## config.mk

```make
export PLATFORM = sky130hd
export DESIGN_NAME = calpoc_param_fsm
export DESIGN_NICKNAME = d
export VERILOG_FILES = /design/src/rtl/calpoc_pkg.sv /design/src/rtl/calpoc_btn_edge.sv /design/src/rtl/calpoc_param_fsm.sv
export SDC_FILE = /design/constraint.sdc
export NUM_CORES = 1
export LEC_CHECK = 0
export ABC_CLOCK_PERIOD_IN_PS = 2400
export CAP_MARGIN = 20
export CORE_MARGIN = 5
export CORE_UTILIZATION = 41
export DETAILED_ROUTE_END_ITERATION = 12
export PLACE_DENSITY_LB_ADDON = 0.15
export SETUP_SLACK_MARGIN = 0.5
export SLEW_MARGIN = 20
export SYNTH_ARGS = -nofsm -noshare
export SYNTH_HDL_FRONTEND = slang
export SYNTH_SLANG_ARGS = --single-unit
```

## constraint.sdc

```tcl
create_clock -name CLK -period 2.4 [get_ports CLK]
set_input_delay 0.48 -clock CLK [delete_from_list [all_inputs] [get_ports CLK]]
set_output_delay 0.48 -clock CLK [all_outputs]
set_load 0.02 [all_outputs]
```

## src/rtl/calpoc_pkg.sv

```systemverilog
// Shared types, opcode constants and the bitwise operator helper for the CalPOC calculator.
package calpoc_pkg;

    localparam int unsigned MAX_WIDTH = 16;
    localparam int unsigned OPC_W     = 2;

    localparam logic [OPC_W-1:0] OP_NONE = 2'd0;
    localparam logic [OPC_W-1:0] OP_OR   = 2'd1;
    localparam logic [OPC_W-1:0] OP_XOR  = 2'd2;
    localparam logic [OPC_W-1:0] OP_AND  = 2'd3;

    typedef enum logic [1:0] {
        ARG1   = 2'd0,
        OP     = 2'd1,
        ARG2   = 2'd2,
        RESULT = 2'd3
    } stateT;

    // One bit per button press, highest priority first.
    typedef struct packed {
        logic clear;
        logic equals;
        logic opOr;
        logic opXor;
        logic opAnd;
        logic one;
        logic zero;
    } pressT;

    // Operands are zero-extended to MAX_WIDTH by the caller; OP_NONE passes a through.
    function automatic logic [MAX_WIDTH-1:0] apply_op(
        input logic [OPC_W-1:0]     op,
        input logic [MAX_WIDTH-1:0] a,
        input logic [MAX_WIDTH-1:0] b
    );
        logic [MAX_WIDTH-1:0] res;
        case (op)
            OP_OR:   res = a | b;
            OP_XOR:  res = a ^ b;
            OP_AND:  res = a & b;
            default: res = a;
        endcase
        return res;
    endfunction

endpackage

```

## src/rtl/calpoc_btn_edge.sv

```systemverilog
// Vector rising-edge detector; previous samples preset to 1 so buttons held through reset do not fire.
module calpoc_btn_edge #(
    parameter int unsigned N = 7
) (
    input  logic         CLK,
    input  logic         RST,
    input  logic [N-1:0] btnLevel,
    output logic [N-1:0] rise_c
);

    logic [N-1:0] prevSample;

    always_ff @(posedge CLK) begin
        if (RST) begin
            prevSample <= '1;
        end else begin
            prevSample <= btnLevel;
        end
    end

    assign rise_c = btnLevel & ~prevSample;

endmodule

```

## src/rtl/calpoc_param_fsm.sv

```systemverilog
// Parametrised CalPOC bitwise calculator: digit entry, OR/XOR/AND, result and operator chaining.
module calpoc_param_fsm
    import calpoc_pkg::*;
#(
    parameter int unsigned WIDTH = 3
) (
    input  logic             CLK,
    input  logic             RST,
    input  logic             ButtonFor1,
    input  logic             ButtonFor0,
    input  logic             ButtonForOR,
    input  logic             ButtonForXOR,
    input  logic             ButtonForAND,
    input  logic             ButtonForEquals,
    input  logic             ButtonForClear,
    output logic [WIDTH-1:0] LEDForA,
    output logic [WIDTH-1:0] LEDForB,
    output logic [WIDTH-1:0] ResultOut,
    output logic             ResultValid,
    output logic [1:0]       OpCode,
    output logic [1:0]       StateOut,
    output logic             DigitOverflow
);

    localparam int unsigned CNT_W   = $clog2(WIDTH + 1);
    localparam int unsigned NUM_BTN = 7;

    logic [NUM_BTN-1:0] rawBtn;
    logic [NUM_BTN-1:0] rise_c;
    pressT              press;

    stateT              state,       nextState;
    logic [WIDTH-1:0]   regA,        nextA;
    logic [WIDTH-1:0]   regB,        nextB;
    logic [WIDTH-1:0]   regResult,   nextResult;
    logic               resultValid, nextValid;
    logic [OPC_W-1:0]   opCode,      nextOpCode;
    logic [CNT_W-1:0]   cntA,        nextCntA;
    logic [CNT_W-1:0]   cntB,        nextCntB;
    logic               overflow,    nextOverflow;

    logic               isDigit;
    logic               isOp;
    logic               digitVal;
    logic [OPC_W-1:0]   pressOp;
    logic               aFull;
    logic               bFull;
    logic [WIDTH-1:0]   shiftA;
    logic [WIDTH-1:0]   shiftB;
    logic [WIDTH-1:0]   evalAB;
    logic [WIDTH-1:0]   evalA0;
    logic [WIDTH-1:0]   evalRB;

    assign rawBtn = {ButtonForClear, ButtonForEquals, ButtonForOR, ButtonForXOR,
                     ButtonForAND, ButtonFor1, ButtonFor0};

    calpoc_btn_edge #(
        .N (NUM_BTN)
    ) uBtnEdge (
        .CLK      (CLK),
        .RST      (RST),
        .btnLevel (rawBtn),
        .rise_c   (rise_c)
    );

    assign press = pressT'(rise_c);

    // Pressing 1 and 0 together cancels both digits.
    assign isDigit  = press.one ^ press.zero;
    assign digitVal = press.one;
    assign isOp     = press.opOr | press.opXor | press.opAnd;
    assign pressOp  = press.opOr  ? OP_OR  :
                      press.opXor ? OP_XOR : OP_AND;

    assign aFull  = (cntA == CNT_W'(WIDTH));
    assign bFull  = (cntB == CNT_W'(WIDTH));
    assign shiftA = WIDTH'({regA, digitVal});
    assign shiftB = WIDTH'({regB, digitVal});

    assign evalAB = WIDTH'(apply_op(opCode, MAX_WIDTH'(regA), MAX_WIDTH'(regB)));
    assign evalA0 = WIDTH'(apply_op(opCode, MAX_WIDTH'(regA), MAX_WIDTH'(0)));
    assign evalRB = WIDTH'(apply_op(opCode, MAX_WIDTH'(regResult), MAX_WIDTH'(regB)));

    always_ff @(posedge CLK) begin
        if (RST) begin
            state       <= ARG1;
            regA        <= '0;
            regB        <= '0;
            regResult   <= '0;
            resultValid <= 1'b0;
            opCode      <= OP_NONE;
            cntA        <= '0;
            cntB        <= '0;
            overflow    <= 1'b0;
        end else begin
            state       <= nextState;
            regA        <= nextA;
            regB        <= nextB;
            regResult   <= nextResult;
            resultValid <= nextValid;
            opCode      <= nextOpCode;
            cntA        <= nextCntA;
            cntB        <= nextCntB;
            overflow    <= nextOverflow;
        end
    end

    // Only the highest-priority press in a cycle acts: clear, equals, operator, digit.
    always_comb begin
        nextState    = state;
        nextA        = regA;
        nextB        = regB;
        nextResult   = regResult;
        nextValid    = resultValid;
        nextOpCode   = opCode;
        nextCntA     = cntA;
        nextCntB     = cntB;
        nextOverflow = 1'b0;

        if (press.clear) begin
            nextState  = ARG1;
            nextA      = '0;
            nextB      = '0;
            nextResult = '0;
            nextValid  = 1'b0;
            nextOpCode = OP_NONE;
            nextCntA   = '0;
            nextCntB   = '0;
        end else if (press.equals) begin
            unique case (state)
                ARG1: begin
                end
                OP: begin
                    nextResult = evalA0;
                    nextValid  = 1'b1;
                    nextState  = RESULT;
                end
                ARG2: begin
                    nextResult = evalAB;
                    nextValid  = 1'b1;
                    nextState  = RESULT;
                end
                RESULT: begin
                    nextResult = evalRB;
                end
            endcase
        end else if (isOp) begin
            unique case (state)
                ARG1, OP: begin
                    nextOpCode = pressOp;
                    nextState  = OP;
                end
                ARG2: begin
                    // Chaining folds the partial result into A, which is then full.
                    nextA      = evalAB;
                    nextCntA   = CNT_W'(WIDTH);
                    nextB      = '0;
                    nextCntB   = '0;
                    nextOpCode = pressOp;
                    nextState  = OP;
                end
                RESULT: begin
                    nextA      = regResult;
                    nextCntA   = CNT_W'(WIDTH);
                    nextB      = '0;
                    nextCntB   = '0;
                    nextOpCode = pressOp;
                    nextState  = OP;
                end
            endcase
        end else if (isDigit) begin
            unique case (state)
                ARG1: begin
                    if (aFull) begin
                        nextOverflow = 1'b1;
                    end else begin
                        nextA    = shiftA;
                        nextCntA = cntA + CNT_W'(1);
                    end
                end
                OP, ARG2: begin
                    if (bFull) begin
                        nextOverflow = 1'b1;
                    end else begin
                        nextB    = shiftB;
                        nextCntB = cntB + CNT_W'(1);
                    end
                    nextState = ARG2;
                end
                RESULT: begin
                    // A digit after a result starts a fresh calculation.
                    nextA      = WIDTH'(digitVal);
                    nextCntA   = CNT_W'(1);
                    nextB      = '0;
                    nextCntB   = '0;
                    nextOpCode = OP_NONE;
                    nextValid  = 1'b0;
                    nextState  = ARG1;
                end
            endcase
        end
    end

    assign LEDForA       = regA;
    assign LEDForB       = regB;
    assign ResultOut     = regResult;
    assign ResultValid   = resultValid;
    assign OpCode        = opCode;
    assign StateOut      = state;
    assign DigitOverflow = overflow;

endmodule
```

==> key figures <==
Worst setup path
  – CP max stage delay: 0.57 ns
  – Worst Setup End Kind: flop
  – Worst Setup Start Kind: primary input
  – Crit Path Max Fanout: 5
  – Kind of cell adding the most delay to the critical path: simple AND/OR/NAND/NOR gates
  – Worst Setup Path Type: in2reg
  – Crit path cell chain: dlygate4sd2_1 > nor2b_4 > buf_4 > or4_4 > nand2b_4 > a2111oi_4
  – Worst path slowest cell: or4_4
  – Worst endpoint required time: around 2.6 ns
  – WP buf/inv: 2
  – Critical Path AT: just over 2 ns

Timing
  – Count of final setup violators: 0
  – Fmax: 537.3 MHz
  – Minimum clock period: 1.861 ns
  – Period Utilization, post-route: 77.55%
  – RSZ-0062 raised after global routing: false
  – Post-Route Setup TNS: 0 ns
  – Setup ws final: ~0.54 ns
  – Worst clock skew: 0.001319 ns
  – Slew Limit Fails: 0
  – Max_slew headroom: 71.59%
  – Worst-margin pin slew: 0.4262 ns
  – Hold Vio Cnt, Final: 0

Run
  – Number of max-cap violations: 0

GRT
  – Vias in the first global route: 1490
  – Initial antenna violation count: 0
  – First-pass GRT wire length: 6.955 mm
  – Total grt overflow: 0
  – GRT Total Usage: 16.07%
  – Largest net degree at the start of global routing: 19

Power
  – Power Total: 1060 uW
  – Static Leak: 0.0009399 uW
  – Power Density: ~480 nW/um2
  – Maximum vdd drop: roughly 0.33 mV

Detailed routing
  – Number of vias per cell: 5.528
  – DRT iter0 DRCs: between 100 and 150
  – Drt first pass iters: 4
  – Total wire length: 4.247 mm
  – Routed vias: 1559
  – Post-DRT Antenna Nets: 0
  – Average wire per standard cell: 15.06 um
  – Remaining DRCs: 0

Placement
  – Global placement routability congestion: 0.8725
  – Port bufs: 23
  – Dpl ws: 0.09463 ns
  – HPWL Detailed: 3.109 mm

Yosys
  – Syn_nets: 226
  – Synthesized netlist cell count: 196
  – Largest area contributor in the netlist: dfxtp_1
  – Async set-reset flop share out of synthesis: 0%
  – Synth Area per Inst: around 8.6 um2
  – Synth top area cells: dfxtp_1 31%, ha_1 16%, mux2i_1 3.6%
  – Synthesized flop and latch total: 26
  – Yosys warning total: 0
  – Post-synth EDFFs: 0
  – Synth unique cells: 45
  – Most numerous cell in the Yosys netlist: dfxtp_1
  – Most used DFF post-synth: dfxtp_1
  – Post-synth top area share: 30.86%
  – Top post-synthesis cells by count: 26 x dfxtp_1, 21 x ha_1, 15 x inv_1, 15 x nand2_1, 13 x nor2_1
  – Syn Std Cell Area: around 1700 um2
  – Post-synthesis sequential area ratio: 30.86%

CTS
  – CTS tree: built
  – Clock H-tree levels: 1
  – Root Driver: clkbuf_8
  – Clock slew at the register clock pins of the worst setup and hold paths: 0.09 ns
  – Clock Sinks: 26
  – Worst-case clock buffer depth: 2
  – Insertion delay to the later sink of the worst-skew pair: 0.27 ns
  – Hold buffers post-CTS: 0
  – CTS Buf Count: 3

Cells and area
  – Multi-input gate area: 1150 um2
  – Register Area: 523.0 um2
  – Synthesis-to-layout area growth: 30.93%
  – Ratio of cells with drive above 1 in the final layout: between 20% and 30%
  – Fillers: around 360
  – Fin nets: 263
  – ANT cells: 0

Floorplan
  – IO Pins: 24
  – Die ar.: approximately 5500 um2
  – Initial Util: 42.16%
  – Die W: about 74 um
  – Die height: ~74 um
  – Core footprint: about 4000 um2
  – Number of cell rows: 23

Run status
  – Status: completed

Hold path
  – Hold Path Class: in2reg
[layout by cell type, fill, tap and decap left out, drive strengths merged, types with 2 or more instances in the layout]
cell type,count
ha,21
o211ai,2
a21oi,11
dlygate4sd2,3
a21o,2
mux2i,6
inv,15
nand2,15
a31oi,3
a221o,2
nand2b,4
nor2,13
clkbuf,4
nor2b,7
or2,8
a211oi,4
a22oi,4
nor4,2
dfxtp,26
buf,17
nand3,7
nor3,5
dlymetal6s2s,4
clkdlybuf4s50,16
o21ai,11
[stage by stage]
step	instances	utilization (%)	hold WS, ns	instance area, um2
final	282	55.21	0.4339	2208
after global routing	282	55.21	0.4468	2208
after CTS	280	53.33	0.4760	2133
after detailed placement	271	50.39	0.4632	2016
after global placement	271	50.39	0.4521	2016
after floorplan	196	-	0.4385	1687
[registers in the layout, indices dropped and copies added, names as in the netlist]
register,count
uBtnEdge.prevSample,7
LEDForA,3
LEDForB,3
ResultOut,3
OpCode,2
StateOut,2
cntA,2
cntB,2
DigitOverflow,1
ResultValid,1
[report_power, final]
group          switching [uW]  internal (uW)
clock                     143            147
combinational             156            138
sequential               21.1            455
total                     321            739
[logic make-up (layout without fill, tap and decap cells)]
family,after synthesis,in the layout,share of synthesized area (%)
xor gates and xnor gates,2,2,1.039
buffers and inverters,23,59,5.637
muxes,6,6,3.561
adders and majority gates,21,21,15.58
DFF,26,26,30.86
and+or+nand+nor,65,65,20.62
AOI/OAI and AO/OA,53,53,22.70
[area by class of cell]
| cell class | count | share of cell area, % |
|---|---|---|
| clock buffer | 4 | 2.493 |
| tap | 50 | 2.833 |
| timing repair buffer | 40 | 16.37 |
| sequential | 26 | 23.68 |
| multi-input combinational | 147 | 52.07 |
| inverter | 15 | 2.550 |
[worst register-to-register path: cells and delay by family (launching register included)]
family | cells | cell delay [ns]
flops | 1 | 0.40
buf+inv | 1 | 0.13
fa+ha+maj | 1 | 0.31
simple gates | 1 | 0.23
compound gates | 4 | 0.62
[routing by layer]
metal  vias up  track usage (%)  part of all wire [%]
met5         -                0                     0
met4         0            5.433                   1.3
met3         5            2.432                   5.7
met2        46            27.07                    48
met1       735            20.93                    45
li1        773                -                     -
[what timing repair did]
| item | CTS | global route |
|---|---|---|
| cloned | 1 | 0 |
| gates resized for setup | 10 | 17 |
| pin swaps | 3 | 4 |
| endpoints found under the setup margin | 11 | 15 |
| setup buffers | 4 | 2 |
[final timing paths]
path | from | slack [ns] | end | cells past startpoint
setup / recovery | ButtonForAND | 0.54 | DigitOverflow | 6
setup reg to reg | LEDForA[0] | 0.60 | LEDForA[0] | 7
hold reg to reg | cntB[1] | 0.47 | cntB[1] | 2
hold / removal | ButtonFor1 | 0.43 | uBtnEdge.prevSample[1] | 2
(Power assumes the default switching activity.)
==> patch, RTL diff (same settings) <==
The parameter `WIDTH` goes from 3 to 6.
--- a/src/rtl/calpoc_param_fsm.sv
+++ b/src/rtl/calpoc_param_fsm.sv
@@ -2,7 +2,7 @@
 module calpoc_param_fsm
     import calpoc_pkg::*;
 #(
-    parameter int unsigned WIDTH = 3
+    parameter int unsigned WIDTH = 6
 ) (
     input  logic             CLK,
     input  logic             RST,
Ports: changed (resized LEDForA, LEDForB and ResultOut); port bits go from 24 to 33. The function was not compared with the original's and may differ.
==> patch against the original RTL <==
Sequential cell count increased by 11; worst setup slack improved by 3.1 ps; final area increased by 49%; first-iteration DRC count increased by 3.0%; wire length increased by 71%; combinational power increased by 56%; critical endpoint is now StateOut[1]; total power increased by 62%; largest power group unchanged; area after synthesis increased by 54%; count of clock-buffer cells in the layout increased by 1; critical path type unchanged; via count increased by 53%.
==> patch: results (changes against the original RTL) <==
* Placed cell area at 3040 µm² (+51%)
* WL per Instance at 17.6 µm (+17%)
* Slowest cell on the critical path: clkdlybuf4s50_1
* Status: complete, no violations
* Xor and xnor fraction of the mapped netlist area at 1.06% (+0.024 points)
* Max incr delay on CP at 510 ps (-60 ps)
* WL met2 at 3.24 mm (+59%)
* Vias post-DR at 2391 (+53%)
* Cells on worst reg2reg path at 6 (-1)
* FFs w/ async S/R, synth at 0% (unchanged)
* Adder-cell area share of the yosys netlist at 16.9% (+1.3 points)
* Critical path endpoint: StateOut[1]
* Pre-CTS setup slack at 71.5 ps (-23.1 ps)
* Clk_lat worst skew at 300 ps (+30 ps)
* Area Overhead vs Synth at 27.0%
* Area contributors post-synth: dfxtp_1 (29%), ha_1 (17%), o21ai_0 (4.8%)
* Max Clock Skew at 3.31 ps (+1.99 ps)
* H-tree levels at 2 (+1)
* Worst hold slack at 475 ps (+40.6 ps)
* Setup bufs post-CTS at 0 (-4)
* Routed wl met3 at 448 µm (+87%)
* Synth Area in Compound Gates at 28.3% (+5.6 points)
* VDD IR max at 0.302 mV (-9.5%)
* Placed cells at 403 (+49%)
* Final period util at 77.4% (-0.13 points)
* Total CTS buffers at 5 (+2)
* Final HPWL DP at 5.06 mm (+63%)
* Syn nets at 340 (+50%)
* Global router's overall resource usage at 18.9% (+2.8 points)
* Sequential-to-total area share from yosys stat at 28.6% (-2.3 points)
* Max Used Layer: met4
* Worst Hold End: uBtnEdge.prevSample[1]
* Leak at 1.36 nW (+45%)
* Max_slew headroom at 57.3% (-14 points)
* Via count of the first global-routing pass at 2263 (+52%)
* CP max FO at 7 (+2)
* Largest net degree at the start of global routing at 21 (+2)
* CP Launch Point: ButtonForXOR
* Grt met3 use at 3.78% (+1.3 points)
* Post-synthesis average cell area at 8.75 µm² (+1.7%)
* Post-CTS sizing at 14 (+4)
* # fillers at 587 (+64%)
* Metal1 wirelength at 3.37 mm (+77%)
* Port Buffers at 32 (+39%)
* Initial DRC count at 139 (+3.0%)
* Final nets at 379 (+44%)
* Share of layout cells above drive strength 1 at 20.5% (-0.15 points)
* Routing usage on met1 at 25.2% (+4.2 points)
* First-pass GRT wire length at 11.5 mm (+65%)
* Synth top cells by count: dfxtp_1 (37), ha_1 (35), inv_1 (26)
* 1st-pass router iterations at 4 (unchanged)
* Synth unique cells at 55 (+22%)
* Gp weighted congestion at 0.801 (-8.3%)
* Grt met2 use at 29.3% (+2.3 points)
* Multiplexer share of the synthesized area at 0.821% (-2.7 points)
* Final WL at 7.27 mm (+71%)
-- patch: cell types whose count changed after synthesis, sizes merged, moves of 7 or more --
cell    before  now
inv         15   26
a21oi       11   21
nand2b       4   11
ha          21   35
nand3        7   17
dfxtp       26   37
o21ai       11   25
-- patch: where the power goes --
part | total, W | internal, W | switching, W
combinational | 0.000458 | 0.000194 | 0.000264
sequential | 0.000686 | 0.000647 | 0.0000396
clock | 0.000573 | 0.000311 | 0.000262
total | 0.00172 | 0.00115 | 0.000565
-- patch: layout make-up --
cell class	instances	area share, %
clock inverters	3	1.41
multi-input cells	216	53.7
flip-flops and latches	37	22.8
clock buffers	5	2.09
well taps	77	2.93
inverters	27	3.08
repair buffers	48	14.0
-- patch: worst register-to-register path: cells and delay by family (launching register included) --
kind                       cells  cell delay [ps]
AOI/OAI and AO/OA              4              840
adders and majority gates      1              300
buffers and inverters          1              100
DFF                            1              460
